`src/rtl/tdm_demux.sv`:
```
// ============================================================================
// Module   : tdm_demux
// Purpose  : 1-to-CHANNELS time-division demultiplexer with atomic frame shadow
// Revision : 1.0  initial release
// ============================================================================
`default_nettype none

module tdm_demux #(
  parameter int WIDTH    = 8,
  parameter int CHANNELS = 4
) (
  input  logic                      clk,
  input  logic                      rst_n,
  input  logic [WIDTH-1:0]          din,
  input  logic                      din_valid,
  input  logic                      sof,
  output logic [CHANNELS*WIDTH-1:0] dout,
  output logic [CHANNELS-1:0]       dout_valid,
  output logic [CHANNELS*WIDTH-1:0] frame_out,
  output logic                      frame_valid,
  output logic                      frame_err,
  output logic                      busy
);

  localparam int IDX_W = $clog2(CHANNELS);
  localparam logic [IDX_W-1:0] C_LAST = IDX_W'(CHANNELS - 1);
  localparam logic [IDX_W-1:0] C_ONE  = IDX_W'(1);
  localparam logic [IDX_W-1:0] C_ZERO = '0;

  typedef enum logic [0:0] {
    S_IDLE = 1'b0,
    S_RECV = 1'b1
  } state_t;

  state_t                    r_state;
  state_t                    w_state_nxt;
  logic [IDX_W-1:0]          r_idx;
  logic [IDX_W-1:0]          w_idx_nxt;
  logic                      w_wr_en;
  logic [IDX_W-1:0]          w_wr_idx;
  logic                      w_frame_done;
  logic                      w_err;
  logic [CHANNELS-1:0]       w_wr_sel;
  logic [CHANNELS*WIDTH-1:0] w_dout_nxt;

  logic [CHANNELS*WIDTH-1:0] r_dout;
  logic [CHANNELS-1:0]       r_dout_valid;
  logic [CHANNELS*WIDTH-1:0] r_frame_out;
  logic                      r_frame_valid;
  logic                      r_frame_err;

  always_ff @(posedge clk or negedge rst_n) begin
    if (!rst_n) begin
      r_state <= S_IDLE;
      r_idx   <= C_ZERO;
    end else begin
      r_state <= w_state_nxt;
      r_idx   <= w_idx_nxt;
    end
  end

  always_comb begin
    w_state_nxt  = r_state;
    w_idx_nxt    = r_idx;
    w_wr_en      = 1'b0;
    w_wr_idx     = C_ZERO;
    w_frame_done = 1'b0;
    w_err        = 1'b0;
    if (din_valid) begin
      case (r_state)
        S_IDLE: begin
          if (sof) begin
            w_wr_en     = 1'b1;
            w_idx_nxt   = C_ONE;
            w_state_nxt = S_RECV;
          end else begin
            w_err = 1'b1;
          end
        end
        S_RECV: begin
          if (sof) begin
            // Short frame: flag it, then resync on the new frame's first word.
            w_err     = 1'b1;
            w_wr_en   = 1'b1;
            w_idx_nxt = C_ONE;
          end else begin
            w_wr_en  = 1'b1;
            w_wr_idx = r_idx;
            if (r_idx == C_LAST) begin
              w_frame_done = 1'b1;
              w_idx_nxt    = C_ZERO;
              w_state_nxt  = S_IDLE;
            end else begin
              w_idx_nxt = r_idx + C_ONE;
            end
          end
        end
        default: begin
          w_state_nxt = S_IDLE;
          w_idx_nxt   = C_ZERO;
        end
      endcase
    end
  end

  for (genvar k = 0; k < CHANNELS; k++) begin : g_ch
    localparam logic [IDX_W-1:0] C_K = IDX_W'(k);
    assign w_wr_sel[k] = w_wr_en && (w_wr_idx == C_K);
    assign w_dout_nxt[k*WIDTH +: WIDTH] = w_wr_sel[k] ? din : r_dout[k*WIDTH +: WIDTH];
  end

  // The shadow takes the next-state view so the closing word lands on the same edge.
  always_ff @(posedge clk or negedge rst_n) begin
    if (!rst_n) begin
      r_dout        <= '0;
      r_dout_valid  <= '0;
      r_frame_out   <= '0;
      r_frame_valid <= 1'b0;
      r_frame_err   <= 1'b0;
    end else begin
      r_dout        <= w_dout_nxt;
      r_dout_valid  <= w_wr_sel;
      r_frame_valid <= w_frame_done;
      r_frame_err   <= w_err;
      if (w_frame_done) begin
        r_frame_out <= w_dout_nxt;
      end
    end
  end

  assign dout        = r_dout;
  assign dout_valid  = r_dout_valid;
  assign frame_out   = r_frame_out;
  assign frame_valid = r_frame_valid;
  assign frame_err   = r_frame_err;
  assign busy        = (r_state == S_RECV);

endmodule

`default_nettype wire

```
`config.mk`:
```
export PLATFORM = sky130hd
export DESIGN_NAME = tdm_demux
export DESIGN_NICKNAME = d
export VERILOG_FILES = /design/src/rtl/tdm_demux.sv
export SDC_FILE = /design/constraint.sdc
export NUM_CORES = 1
export LEC_CHECK = 0
export ABC_AREA = 1
export CORE_UTILIZATION = 50
export CTS_CLUSTER_SIZE = 20
export DETAILED_ROUTE_END_ITERATION = 12
export GPL_ROUTABILITY_DRIVEN = 0
export MAX_ROUTING_LAYER = met4
export PLACE_DENSITY_LB_ADDON = 0.25
export REMOVE_ABC_BUFFERS = 1
export SLEW_MARGIN = 0
export SYNTH_ARGS = -nofsm -noshare
export SYNTH_HDL_FRONTEND = slang
export SYNTH_SLANG_ARGS = --single-unit
```
`constraint.sdc`:
```
create_clock -name clk -period 3.6 [get_ports clk]
set_input_delay 0.9 -clock clk [delete_from_list [all_inputs] [get_ports clk]]
set_output_delay 0.9 -clock clk [all_outputs]
set_load 0.01 [all_outputs]
```
==> results of run 1 <==
==> kinds of logic (layout without fill, tap and decap cells) <==
kind of cell               count (synthesis)  after routing
adders and majority gates                  2              2
DFF                                       73             73
AOI/OAI and AO/OA                          1              1
buffers and inverters                     62            150
and+or+nand+nor                          214            214
==> layout make-up <==
| class | count | area (sq um) | share of cell area, % |
|---|---|---|---|
| inverter | 50 | 188 | 4.43 |
| sequential | 73 | 1830 | 43.1 |
| clock inverter | 4 | 75.1 | 1.77 |
| multi-input combinational | 217 | 1070 | 25.2 |
| timing repair buffer | 84 | 833 | 19.7 |
| tap | 75 | 93.8 | 2.21 |
| clock buffer | 12 | 155 | 3.66 |
==> state kept, by name (all words and copies together), names as in the netlist <==
name / flops
frame_valid: 1
dout_valid: 4
dout: 32
frame_err: 1
busy: 1
frame_out: 32
r_idx: 2
==> critical path: cells and delay by family <==
| kind | cells | cell delay [ns] |
|---|---|---|
| fa+ha+maj | 1 | 0.21 |
| buf+inv | 3 | 0.62 |
| simple gates | 6 | 1.03 |
==> worst paths after layout <==
| check | startpoint | end | slack, ns | depth (start not counted) |
|---|---|---|---|---|
| worst max register to register | r_idx[0] | frame_out[27] | 1.67 | 6 |
| worst min-delay path | frame_out[11] | frame_out[11] | 0.48 | 2 |
| min in group asynchronous | rst_n | frame_out[11] | 0.66 | 1 |
| worst min register to register | frame_out[11] | frame_out[11] | 0.48 | 2 |
| worst max-delay path | sof | frame_out[25] | 1.10 | 10 |
| max in group asynchronous | rst_n | dout[25] | 2.32 | 1 |
==> stage by stage <==
stage          utilization (%)  total power (W)  instance area (sq um)  hold WS, ns
6_report                  70.7          0.00377                   4240        0.481
4_1_cts                   70.7          0.00380                   4240        0.484
3_5_place_dp              66.9          0.00306                   4010        0.464
5_1_grt                   70.7          0.00402                   4240        0.512
3_3_place_gp              66.9          0.00301                   4010        0.469
2_1_floorplan                -          0.00214                   3080        0.475
==> power breakdown <==
group          internal, W  switching, W
Clock             0.000429      0.000293
Sequential         0.00119      0.000225
Combinational     0.000878      0.000753
Total              0.00250       0.00127
==> synth_stat cells <==
cell,n,area (sq um)
inv_1,49,184
clkbuf_1,3,11.3
buf_4,2,15.0
nand2_1,103,387
and2_1,32,200
nand2_2,3,18.8
inv_2,1,3.75
nor2_4,2,22.5
nand3_4,1,17.5
nor2_1,5,18.8
nand3_2,2,20.0
nor2_2,1,6.26
nand4_1,16,100
dfrtp_1,73,1830
buf_2,7,35.0
o21ai_0,1,5.00
ha_1,2,25.0
nand3_1,49,245
==> routing by layer <==
metal / share of wire (%) / track usage, % / wire [microns]
met4: 2.7 / 13.4 / 200
met5: 0 / - / 0
met1: 43 / 33.2 / 3240
met2: 47 / 37.9 / 3490
met3: 7.0 / 4.61 / 522
==> results.cfg, run 1 <==
[grt]
grt_pass1_wl_microns = 12100
grt_pass1_vias = 2593
antenna_found_initial = 0
grt_max_degree = 74
grt_usage_pct = 25.5
grt_overflow = 0

[final_layout]
num-nets-final = 449
final_common_cell = nand2_1
drive_above_1_share_pct = 6.36
nFillCells = 470
syn_to_final_growth_pct = 34.9
final_cells = 515
antenna_cells = 0
final_cell_mix = nand2_1, clkdlybuf4s50_1, dfrtp_1

[critical_path]
critical_path_class = input pin to register
worstPathCellList = clkdlybuf4s50_1 -> inv_2 -> ha_1 -> inv_1 -> nand2_1 -> nor2_4 -> nand2_2 -> nand2_1 -> nand3_1 -> nand2_1
crit_arrival_ns = 2.76
worst_ep_required_time_ns = 3.86
max_stage_delay_ns = 0.49
crit_path_frequent_cell = nand2_1
end_kind = register
startpoint_type = input pin
crit_fanout = 19
crit_slowest_cell = clkdlybuf4s50_1

[timing]
clock_skew_ns = 0.00963
fin_setup_tns_ns = 0
setup_ws_ns = 1.10
tightestPinTransition_ns = 1.08
fmax_ghz = 0.400
min_period_over_period_pct = 69.4
hold_viol_final = 0
period_minus_slack_ns = 2.50
slew_headroom_pct = 27.8
rsz0062_at_grt = no
setup_viol = 0
slew_viol_final = 0

[synth]
synth_compound_area_share_pct = 0.159
syn_inst = 352
avgSynthCellArea_sq_um = 8.93
synth-xor-area-share_pct = 0
synthSimpleGateAreaFrac_pct = 33.0
yosys_warnings = 0
synth_seq_cells = 73
syn_area_sq_um = 3140
synthMuxAreaShare_pct = 0
synth.distinct_cells = 18
synthAdderAreaFrac_pct = 0.796
synth_top_family_by_area = simple AND/OR/NAND/NOR gates
ys_seq_area_share_pct = 58.1

[clock_network]
cts.repair.resized = 0
clock-root-buffer = clkbuf_8
cts_tree = built
numCtsBuffers = 9
cts_setup_buffers = 0
clk_path_buf_depth = 2
path_clk_slew_ns = 0.08
htreeDepth = 3
cts_hold_buf = 0
clock_sinks = 73
clock_latency_ns = 0.34

[pwr]
p_leak_nw = 2.11
max-vdd-ir-drop_uv = 534
powerDensity_nw_per_um2 = 889

[detailed_routing]
dr_total_vias = 2626
drt-total-wl_microns = 7450
firstDrtPassIters = 4
route.detailed.drc = 0
post_drt_wl_per_cell_microns = 14.5
drt_iter0_drc = 209
postRouteAntennaNets = 0
via_per_inst = 5.10

[floorplanning]
die_w_microns = 81.3
rows = 28
core_area_sq_um = 5990
io_pins = 83
die_area_sq_um = 6600
start_util_pct = 52.4
die-height_microns = 81.3

[worst_hold_path]
hold_class = register to register

[placement]
dp_slack_ns = 0.770
post-dp-hpwl_microns = 4860
dp_cells = 499
port-buffer-count = 82

[flow_run]
maxCapViolCount = 0

[run_status]
status = finished, final reports clean
Note: power is estimated with default switching activity, not from simulation.
==> inputs of run 2 (changes only) <==
- CORE_UTILIZATION: 50 -> 48
- clock period: 3.6 -> 2.5 ns (I/O delays scaled with it)
==> results.cfg, run 2 (synthesis gave the netlist of run 1 again) <==
[clock_network]
numCtsBuffers = 9
clock-root-buffer = clkbuf_8
clock_latency_ns = 0.33
cts_tree = built
clk_path_buf_depth = 2
cts.repair.resized = 0
cts_setup_buffers = 0
htreeDepth = 3
cts_hold_buf = 0
path_clk_slew_ns = 0.08
clock_sinks = 73

[pwr]
power.share.clock_pct = 15.8
sw_frac_of_total_pct = 34.6
powerDensity_nw_per_um2 = 1230
p_comb_share_pct = 45.3
internal_power_w = 0.00341
max-vdd-ir-drop_uv = 674
p_leak_nw = 2.14
seqPwrFrac_pct = 39.0
p_sw_w = 0.00181

[floorplanning]
start_util_pct = 49.5
core_area_sq_um = 6350
die_w_microns = 82.9
io_pins = 83
die-height_microns = 82.9
rows = 29
die_area_sq_um = 6870

[final_layout]
final_core_util_pct = 67.0
antenna_cells = 0
syn_to_final_growth_pct = 35.3
final_cell_mix = nand2_1, clkdlybuf4s50_1, dfrtp_1
num-nets-final = 455
design_area_sq_um = 4250
final_common_cell = nand2_1
final_cells = 523
drive_above_1_share_pct = 7.40
nFillCells = 523

[grt]
grt_pass1_vias = 2566
grt_pass1_wl_microns = 12300
antenna_found_initial = 0
grt_usage_pct = 23.4
grt_max_degree = 33
grt_overflow = 0

[critical_path]
crit_fanout = 19
startpoint_type = input pin
critical_path_class = input pin to register
end_kind = register
crit_arrival_ns = 2.42
worst_ep_required_time_ns = 2.78

[detailed_routing]
post_drt_wl_per_cell_microns = 14.0
drt_iter0_drc = 204
postRouteAntennaNets = 0
route.detailed.drc = 0
firstDrtPassIters = 4
dr_total_vias = 2632
via_per_inst = 5.03
drt-total-wl_microns = 7300

[placement]
dp_cells = 507
post-dp-hpwl_microns = 5030
port-buffer-count = 82
post_dp_cell_area_sq_um = 4080
dp_slack_ns = 0.0451

[timing]
slew_headroom_pct = 58.7
slew_viol_final = 0
rsz0062_at_grt = no
setup_ws_ns = 0.360
min_period_over_period_pct = 85.6
hold_viol_final = 0
clock_skew_ns = 0.00570
period_minus_slack_ns = 2.14
setup_viol = 0
tightestPinTransition_ns = 0.619
fmax_ghz = 0.467
fin_setup_tns_ns = 0

[worst_hold_path]
hold_class = input pin to async pin

[run_status]
status = finished, final reports clean

[flow_run]
maxCapViolCount = 0
[run 2: cell types whose count changed in the layout (fill, tap and decap cells not counted), moves of 2 or more]
cell,change
buf_12,+2
buf_4,+3
bufinv_16,-2
clkinv_2,+3
clkinvlp_4,-2
[run 2: path summary, 6_finish.rpt]
kind / start / endpoint / slack (ns) / cells past startpoint
max: sof / frame_out[31] / 0.36 / 10
max reg2reg: busy / frame_out[31] / 0.69 / 9
min reg2reg: frame_out[3] / frame_out[3] / 0.48 / 2
min in group clk: frame_out[3] / frame_out[3] / 0.48 / 2
min: rst_n / frame_out[27] / 0.30 / 1
max in group asynchronous: rst_n / dout[9] / 1.54 / 2
[run 2: per-layer routing]
metal,GRT usage [%],wire length (microns),up-vias
li1,-,-,1270
met1,30.6,3250,1275
met2,36.3,3500,72
met3,3.88,391,15
met4,9.87,160,0
met5,-,0,-
[run 2: final cells by class]
type                    count  area [sq um]  area share, %
clock buffers              13           159           3.74
clock inverters             3          15.0          0.353
inverters                  50           188           4.41
multi-input cells         217          1070           25.1
flip-flops and latches     73          1830           43.0
well taps                  77          96.3           2.27
repair buffers             90           901           21.2
[run 2: power groups by stage]
stage	registers, W	clock network (W)	logic, W
final	0.00204	0.000823	0.00236
after global routing	0.00211	0.000881	0.00258
after CTS	0.00204	0.000830	0.00238
after detailed placement	0.00206	0	0.00237
after global placement	0.00205	0	0.00232
after floorplan	0.00226	0	0.000823
[run 2: metrics by stage]
| step | hold WS, ns | total power [W] |
|---|---|---|
| final | 0.304 | 0.00522 |
| after global routing | 0.333 | 0.00557 |
| after CTS | 0.315 | 0.00525 |
| after detailed placement | 0.466 | 0.00442 |
| after global placement | 0.465 | 0.00437 |
| after floorplan | 0.329 | 0.00308 |
[run 2: worst max-delay path: stages]
cell,delay (ns)
clkdlybuf4s50_1,0.49
inv_2,0.07
ha_1,0.21
inv_1,0.05
nand2_1,0.09
nor2_4,0.36
nand2_2,0.21
nand2_1,0.13
nand3_1,0.09
nand2_1,0.08
